===== src/rtl/serial_pkg.sv =====
// Shared definitions for the bit-serial adder/subtractor: FSM state
// encoding, legal width limits and the counter-width helper.
package serial_pkg;

  localparam int N_MIN = 2;
  localparam int N_MAX = 32;

  // One-hot FSM encoding; each output decodes a single state bit.
  typedef enum logic [2:0] {
    IDLE  = 3'b001,
    SHIFT = 3'b010,
    DONE  = 3'b100
  } state_t;

  // Bits needed to count 0..n-1 (at least one bit).
  function automatic int clog2(input int n);
    int w;
    w = 0;
    while ((1 << w) < n) w++;
    return (w < 1) ? 1 : w;
  endfunction

endpackage


===== src/rtl/serial_fa_cell.sv =====
// Single combinational full-adder cell used by the serial datapath.
module serial_fa_cell (
  input  logic x,
  input  logic y,
  input  logic z,
  output logic s,
  output logic c
);

  assign s = x ^ y ^ z;
  assign c = (x & y) | (x & z) | (y & z);

endmodule


===== src/rtl/serial_addsub.sv =====
// Bit-serial adder/subtractor, LSB first, one bit pair per clock.
// A start accepted at edge k yields done at edge k+N; results are held
// until the next done. Optional overflow flag: SERIAL_ADDSUB_OVF_EN.
module serial_addsub
  import serial_pkg::*;
#(
  parameter int N = 8
) (
  input  logic         CLK,
  input  logic         rst,
  input  logic         start,
  input  logic         sub,
  input  logic [N-1:0] a,
  input  logic [N-1:0] b,
  output logic         busy,
  output logic         done,
  output logic [N-1:0] sum,
  output logic         cout,
  output logic         ovf
);

  localparam int            CW   = clog2(N);
  localparam logic [CW-1:0] LAST = CW'(N - 1);

  state_t        state_q, state_d;
  logic [N-1:0]  ra_q, ra_d;
  logic [N-1:0]  rb_q, rb_d;
  logic          carry_q, carry_d;
  logic [CW-1:0] cnt_q, cnt_d;
  logic [N-1:0]  sum_q, sum_d;
  logic          cout_q, cout_d;
  logic          fa_s, fa_c;
  logic          accept;
  logic          last;

  // A request is honoured whenever no operation is shifting.
  assign accept = start & (state_q != SHIFT);
  assign last   = (state_q == SHIFT) && (cnt_q == LAST);

  serial_fa_cell fa (
    .x (ra_q[0]),
    .y (rb_q[0]),
    .z (carry_q),
    .s (fa_s),
    .c (fa_c)
  );

  // FSM state register.
  always_ff @(posedge CLK or posedge rst) begin
    if (rst) state_q <= IDLE;
    else     state_q <= state_d;
  end

  // FSM next-state logic; DONE may chain straight into a new SHIFT.
  always_comb begin
    state_d = state_q;
    case (state_q)
      IDLE:    if (start) state_d = SHIFT;
      SHIFT:   if (cnt_q == LAST) state_d = DONE;
      DONE:    state_d = start ? SHIFT : IDLE;
      default: state_d = IDLE;
    endcase
  end

  // FSM outputs decoded from the registered state only.
  always_comb begin
    busy = (state_q == SHIFT);
    done = (state_q == DONE);
  end

  // Operand load on accept, otherwise shift one bit pair per SHIFT cycle.
  // Subtraction loads ~b with carry-in 1, giving a + ~b + 1.
  always_comb begin
    ra_d    = ra_q;
    rb_d    = rb_q;
    carry_d = carry_q;
    cnt_d   = cnt_q;
    if (accept) begin
      ra_d    = a;
      rb_d    = sub ? ~b : b;
      carry_d = sub;
      cnt_d   = '0;
    end else if (state_q == SHIFT) begin
      ra_d    = {fa_s, ra_q[N-1:1]};
      rb_d    = {1'b0, rb_q[N-1:1]};
      carry_d = fa_c;
      cnt_d   = cnt_q + CW'(1);
    end
  end

  // Result registers change only on the final shift.
  always_comb begin
    sum_d  = sum_q;
    cout_d = cout_q;
    if (last) begin
      sum_d  = {fa_s, ra_q[N-1:1]};
      cout_d = fa_c;
    end
  end

  // Datapath and result registers.
  always_ff @(posedge CLK or posedge rst) begin
    if (rst) begin
      ra_q    <= '0;
      rb_q    <= '0;
      carry_q <= 1'b0;
      cnt_q   <= '0;
      sum_q   <= '0;
      cout_q  <= 1'b0;
    end else begin
      ra_q    <= ra_d;
      rb_q    <= rb_d;
      carry_q <= carry_d;
      cnt_q   <= cnt_d;
      sum_q   <= sum_d;
      cout_q  <= cout_d;
    end
  end

`ifdef SERIAL_ADDSUB_OVF_EN
  logic cin_msb_q, cin_msb_d;
  logic ovf_q, ovf_d;

  // On the last shift the carry flop holds the carry into bit N-1;
  // overflow is that carry differing from the carry out.
  always_comb begin
    cin_msb_d = last ? carry_q : cin_msb_q;
    ovf_d     = last ? (cin_msb_d ^ fa_c) : ovf_q;
  end

  // Overflow tracking registers.
  always_ff @(posedge CLK or posedge rst) begin
    if (rst) begin
      cin_msb_q <= 1'b0;
      ovf_q     <= 1'b0;
    end else begin
      cin_msb_q <= cin_msb_d;
      ovf_q     <= ovf_d;
    end
  end

  assign ovf = ovf_q;
`else
  assign ovf = 1'b0;
`endif

  assign sum  = sum_q;
  assign cout = cout_q;

endmodule


===== config.mk =====
export PLATFORM = sky130hd
export DESIGN_NAME = serial_addsub
export DESIGN_NICKNAME = d
export VERILOG_FILES = /design/src/rtl/serial_pkg.sv /design/src/rtl/serial_fa_cell.sv /design/src/rtl/serial_addsub.sv
export SDC_FILE = /design/constraint.sdc
export NUM_CORES = 1
export LEC_CHECK = 0
export ABC_AREA = 1
export CAP_MARGIN = 20
export CORE_MARGIN = 5
export CORE_UTILIZATION = 54
export DETAILED_ROUTE_END_ITERATION = 8
export GPL_TIMING_DRIVEN = 0
export PLACE_DENSITY = 0.83
export SYNTH_ARGS = -nofsm -noshare
export SYNTH_HDL_FRONTEND = slang
export SYNTH_SLANG_ARGS = --single-unit

===== constraint.sdc =====
create_clock -name CLK -period 2.05 [get_ports CLK]
set_input_delay 0.3075 -clock CLK [delete_from_list [all_inputs] [get_ports CLK]]
set_output_delay 0.3075 -clock CLK [all_outputs]
set_load 0.005 [all_outputs]

### Word-level counts from Yosys, hierarchy flattened

Index checks and enable logic that the tools add are counted.

| word-level totals | value |
|---|---|
| bits in read-only memories | 0 |
| latch bits | 0 |
| flip-flop bits (word level) | 32 |
| bits in writable memories | 0 |
| memories kept | 0 |
| word-level logic and storage cells | 40 |
| bits of input ports | 20 |

| cells by class | value |
|---|---|
| reduce and logical (&&, ||, !) cells | 3 |
| bitwise gates (word level) | 9 |
| shift-type cells | 0 |
| magnitude comparators | 0 |
| $add $sub $neg | 1 |
| multiply operators | 0 |
| divide/modulo/power cells | 0 |
| muxes and demuxes | 13 |
| equality and inequality tests | 7 |

Operators with widths:

| kind | number |
|---|---|
| $mux W8 | 5 |
| $mux W3 | 4 |
| $pmux W3 S3 | 1 |
| $not A8 Y8 | 1 |
| $eq A3 B3 Y1 const B | 2 |
| $and A1 B1 Y1 | 4 |
| $add A3 B1 Y3 const B | 1 |
| $eq A3 B1 Y1 const B | 1 |
| $eq A3 B2 Y1 const B | 1 |
| $ne A3 B2 Y1 const B | 1 |
| $mux W1 | 2 |
| $mux W2 | 1 |
| $ne A2 B1 Y1 const B | 1 |
| $ne A2 B2 Y1 const B | 1 |
| $or A1 B1 Y1 | 2 |
| $reduce_and A2 Y1 | 1 |
| $reduce_bool A2 Y1 | 1 |
| $xor A1 B1 Y1 | 2 |
| $logic_and A1 B1 Y1 | 1 |

### Logic depth before layout (Yosys ltp)

| depth | value |
|---|---|
| depth after elaboration | 5 |
| mapped depth | 6 |
| gate-level depth less buffers | 6 |

### By module

From an unflattened synthesis, not the netlist that was laid out.

| unflattened totals | value |
|---|---|
| cell total of the unflattened synthesis | 199 |
| area, all modules | 1597.8 µm² |

Modules (own cells, without submodules):

| module | area each (µm²) | times used | seq. area each (µm²) | cells each |
|---|---|---|---|---|
| serial_addsub | 1577.8 | 1 | 802.0 | 198 |
| serial_fa_cell | 20.0 | 1 | 0.0 | 1 |

### Worst setup path after synthesis

OpenSTA, ideal clock, no wires.

| timing path | value |
|---|---|
| kind | flip-flop to flip-flop |
| start point | register cnt_q[0] |
| end point | register sum_q[7], in the netlist sum[7] |
| data required time | 1.932 ns |
| slack | 0.875 ns |
| period minus slack after synthesis | 1.175 ns |
| data arrival time | 1.057 ns |
| stages on the path, launching flop included | 7 |
| cells stage by stage | dfrtp_1 -> ha_1 -> ha_1 -> inv_1 -> nor2_8 -> nand2_1 -> nand2_1 |

| between the ends | value |
|---|---|
| cells in the longest elaborated chain, start to end | 2 |

Ends and longest elaborated chain:

| element | RTL line | text |
|---|---|---|
| start, declared | serial_addsub.sv:29 | `logic [CW-1:0] cnt_q, cnt_d;` |
| start signal, assigned | serial_addsub.sv:114 | `cnt_q <= cnt_d;` |
| $eq A3 B3 Y1 | serial_addsub.sv:38 | `assign last = (state_q == SHIFT) && (cnt_q == LAST);` |
| $logic_and A1 B1 Y1 | serial_addsub.sv:38 |  |
| end signal, assigned | serial_addsub.sv:115 | `sum_q <= sum_d;` |
| end, declared | serial_addsub.sv:30 | `logic [N-1:0] sum_q, sum_d;` |

No other way between the ends.
A chain may end at the register's enable or synchronous reset.

### Worst setup path after layout

| timing path | value |
|---|---|
| start point | register state_q[2] |
| end point | output busy |

| between the ends | value |
|---|---|
| cells in the longest elaborated chain, start to end | 1 |

Ends and longest elaborated chain:

| element | RTL line | text |
|---|---|---|
| start, declared | serial_addsub.sv:25 | `state_t state_q, state_d;` |
| start signal, assigned | serial_addsub.sv:51 | `else state_q <= state_d;` |
| $eq A3 B2 Y1 | serial_addsub.sv:67 | `busy = (state_q == SHIFT);` |
| end, declared | serial_addsub.sv:15 | `output logic busy,` |

No other way between the ends.

==> flow_metrics.py <==
metrics = {
    "placed_design": {
        "hpwl_um": 2710,
        "io_buffers": 29,
        "gp_congestion": 0.808,
        "pre_cts_ws_ns": 0.296,
    },
    "routing": {
        "ant_nets": 0,
        "drtPass1Iterations": 4,
        "drt_iter0_markers": 69,
        "drc": 0,
        "drt-total-wl_um": 3810,
        "drt-vias-per-instance": 5.48,
        "wl_per_cell_um": 14.2,
        "vias": 1474,
    },
    "timing": {
        "timing.final.ws_setup_ns": 0.0734,
        "drv_slew": 0,
        "max_freq_mhz": 506,
        "timing.final.crit_period_ns": 1.98,
        "relSlewSlack_pct": 66.3,
        "hold_viol_final": 0,
        "clock_skew_ns": 0.0132,
        "tightest_slew_ns": 0.506,
        "period_share_pct": 96.4,
        "holdWs_ns": 0.304,
        "setup_viol": 0,
    },
    "power": {
        "p_leak_uw": 0.00109,
        "power_frac_comb_pct": 27.7,
        "power.density_nw_per_um2": 975,
        "p_int_uw": 1360,
        "seq_power_share_pct": 45.5,
        "switching_share_pct": 32.6,
        "switchingPower_uw": 657,
        "peakVddDrop_mv": 0.897,
        "pwr-share-clk_pct": 26.7,
    },
    "logic_synthesis": {
        "synth_edf_count": 0,
        "yosysTopAreaCell": "dfrtp_1",
        "synth_area_leaders": "dfrtp_1, nand2_1, nand3_1",
        "yosysTopAreaCellShare_pct": 48.7,
        "syn_area_um2": 1590,
        "ys_seq_area_share_pct": 50.3,
        "synth_seq_cells": 32,
        "syn-instance-count": 198,
        "synth_top_flop_cell": "dfrtp_1",
        "syn-num-nets": 221,
        "synth.top_cells.by_count": "nand2_1, nand3_1, dfrtp_1",
        "avgSynthCellArea_um2": 8.05,
        "ys_types": 21,
        "async_flop_share_pct": 100,
        "yosysMostFrequentCell": "nand2_1",
        "ys_warn_count": 0,
    },
    "setup_path": {
        "cpPeakStageDelay_ns": 0.49,
        "critical_path_arrival_ns": 1.67,
        "rr_worst_depth": 5,
        "r2r_start": "cnt_q[0]$_DFFE_PP0P_",
        "worstSetupStartpoint": "state_q[2]$_DFFE_PP0P_",
        "worstPathMaxFanout": 3,
        "path_class": "flip-flop to output port",
        "ff2ff_setup_slack_ns": 0.56,
        "crit_required_ns": 1.74,
        "cp-start-kind": "flip-flop",
        "worstPathCellList": "nor3_4 -> buf_4 -> clkdlybuf4s50_1",
        "timing.rr.end": "sum[7]$_DFFE_PP0P_",
        "crit_path_end_kind": "output port",
        "slowest_stage": "clkdlybuf4s50_1",
    },
    "clock_network": {
        "cts_tree": "yes",
        "cts_root_buf": "clkbuf_4",
        "clock_latency_ns": 0.34,
        "hold_buffers": 0,
        "htreeDepth": 2,
        "cts_sinks": 32,
        "cts-buffers-inserted": 5,
        "clk_pin_slew_ns": 0.10,
        "clk_path_buf_depth": 2,
    },
    "die": {
        "pin_count": 32,
        "initial_utilization_pct": 57.3,
        "die_h_um": 64.3,
        "die_area_um2": 4140,
        "placementRows": 19,
        "core-area_um2": 2780,
        "die_w_um": 64.3,
    },
    "global_routing": {
        "grt_overflow": 0,
        "grtUsageTotal_pct": 20.1,
        "grt_pass1_wl_um": 6500,
        "antenna_found_initial": 0,
        "grt_max_degree": 23,
        "grt_pass1_vias": 1509,
    },
    "final_layout": {
        "num_antenna_cells": 0,
        "nets": 260,
        "areaGrowthSynthToFinish_pct": 29.8,
        "multiInputGateArea_um2": 669,
        "final_layout_size_suffix_gt1_share_pct": 11.8,
        "fill_cells": 232,
        "seq_area_um2": 802,
    },
    "job": {
        "drv_cap": 0,
    },
    "run_status": {
        "status": "completed",
    },
    "min_path": {
        "min_path_type": "input port to async pin",
    },
}
[per-stage QoR]
| stage | power, uW | utilization (%) | setup TNS, ns | cell area, um2 | cells |
|---|---|---|---|---|---|
| finish | 2020 | 74.4 | 0 | 2070 | 269 |
| global placement | 1390 | 69.1 | 0 | 1920 | 258 |
| global route | 2150 | 74.4 | -0.0283 | 2070 | 269 |
| floorplan | 1260 | - | 0 | 1590 | 198 |
| detailed placement | 1440 | 70.1 | 0 | 1950 | 259 |
| CTS | 2010 | 74.2 | 0 | 2060 | 269 |
[timing repair]
item | CTS | global route
pin swaps | 1 | 1
endpoints found under the hold margin | 0 | 0
endpoints found under the setup margin | 1 | 1
gates resized for setup | 1 | 1
setup buffers | 2 | 0
[cells by family (layout without fill, tap and decap cells)]
group | after synthesis | count (layout) | synth area share (%)
XOR/XNOR | 1 | 1 | 0.550
AND/OR/NAND/NOR | 131 | 131 | 37.0
adder cells (fa/ha/maj) | 3 | 3 | 2.83
buffers and inverters | 27 | 67 | 8.08
other | 1 | 1 | 0.235
AO/OA/AOI/OAI | 3 | 3 | 0.941
flip-flops | 32 | 32 | 50.3
[cell type report]
class                           instances  share of cell area (%)
Sequential cell                        32                    38.8
Multi-Input combinational cell        139                    32.3
Timing Repair Buffer                   32                    16.1
Buffer                                 12                    3.63
Clock buffer                            7                    3.14
Inverter                               15                    2.72
Tap cell                               31                    1.87
Clock inverter                          1                    1.45
[state kept, by name (all words and copies together) (netlist names)]
register  flops
carry_q       1
cnt_q         3
ra_q          8
rb_q          8
cout          1
sum           8
state_q       3
[critical path, delay by kind of cell (launching register included)]
family,cells,cell delay [ns]
buf+inv,2,0.65
flops,1,0.44
simple gates,1,0.25
[power by group through the flow]
stage / Sequential, uW / Clock, uW / Combinational [uW]
floorplan: 895 / 0 / 368
global placement: 912 / 0 / 481
detailed placement: 929 / 0 / 512
CTS: 913 / 547 / 554
global route: 939 / 589 / 623
finish: 919 / 539 / 560
[layout by cell type, fill, tap and decap left out, drive strengths merged]
master / count
dfrtp: 31
ha: 2
nor2: 1
inv: 15
conb: 1
dfstp: 1
xnor2: 1
buf: 13
fa: 1
a21oi: 1
nand2: 73
nor3: 1
bufinv: 1
nand3: 55
clkbuf: 9
clkdlybuf4s50: 29
nand4: 1
o21ai: 2
[worst max-delay path by stage]
stage                               endpoint  cells after the start
after floorplan           sum[7]$_DFFE_PP0P_                      6
after global placement                  busy                      3
after detailed placement                busy                      3
after CTS                               busy                      4
after global routing                    busy                      3
final                                   busy                      3
[per-layer routing]
metal | GRT usage [%] | wire, um | vias up | share of wire (%)
met5 | 0 | 0 | - | 0
met4 | 6.87 | 63 | 0 | 1.7
met3 | 7.01 | 263 | 8 | 6.9
met2 | 34.1 | 1910 | 63 | 50
met1 | 23.4 | 1580 | 685 | 41
li1 | - | - | 718 | -
No activity file was read; power rests on OpenSTA's default activity.
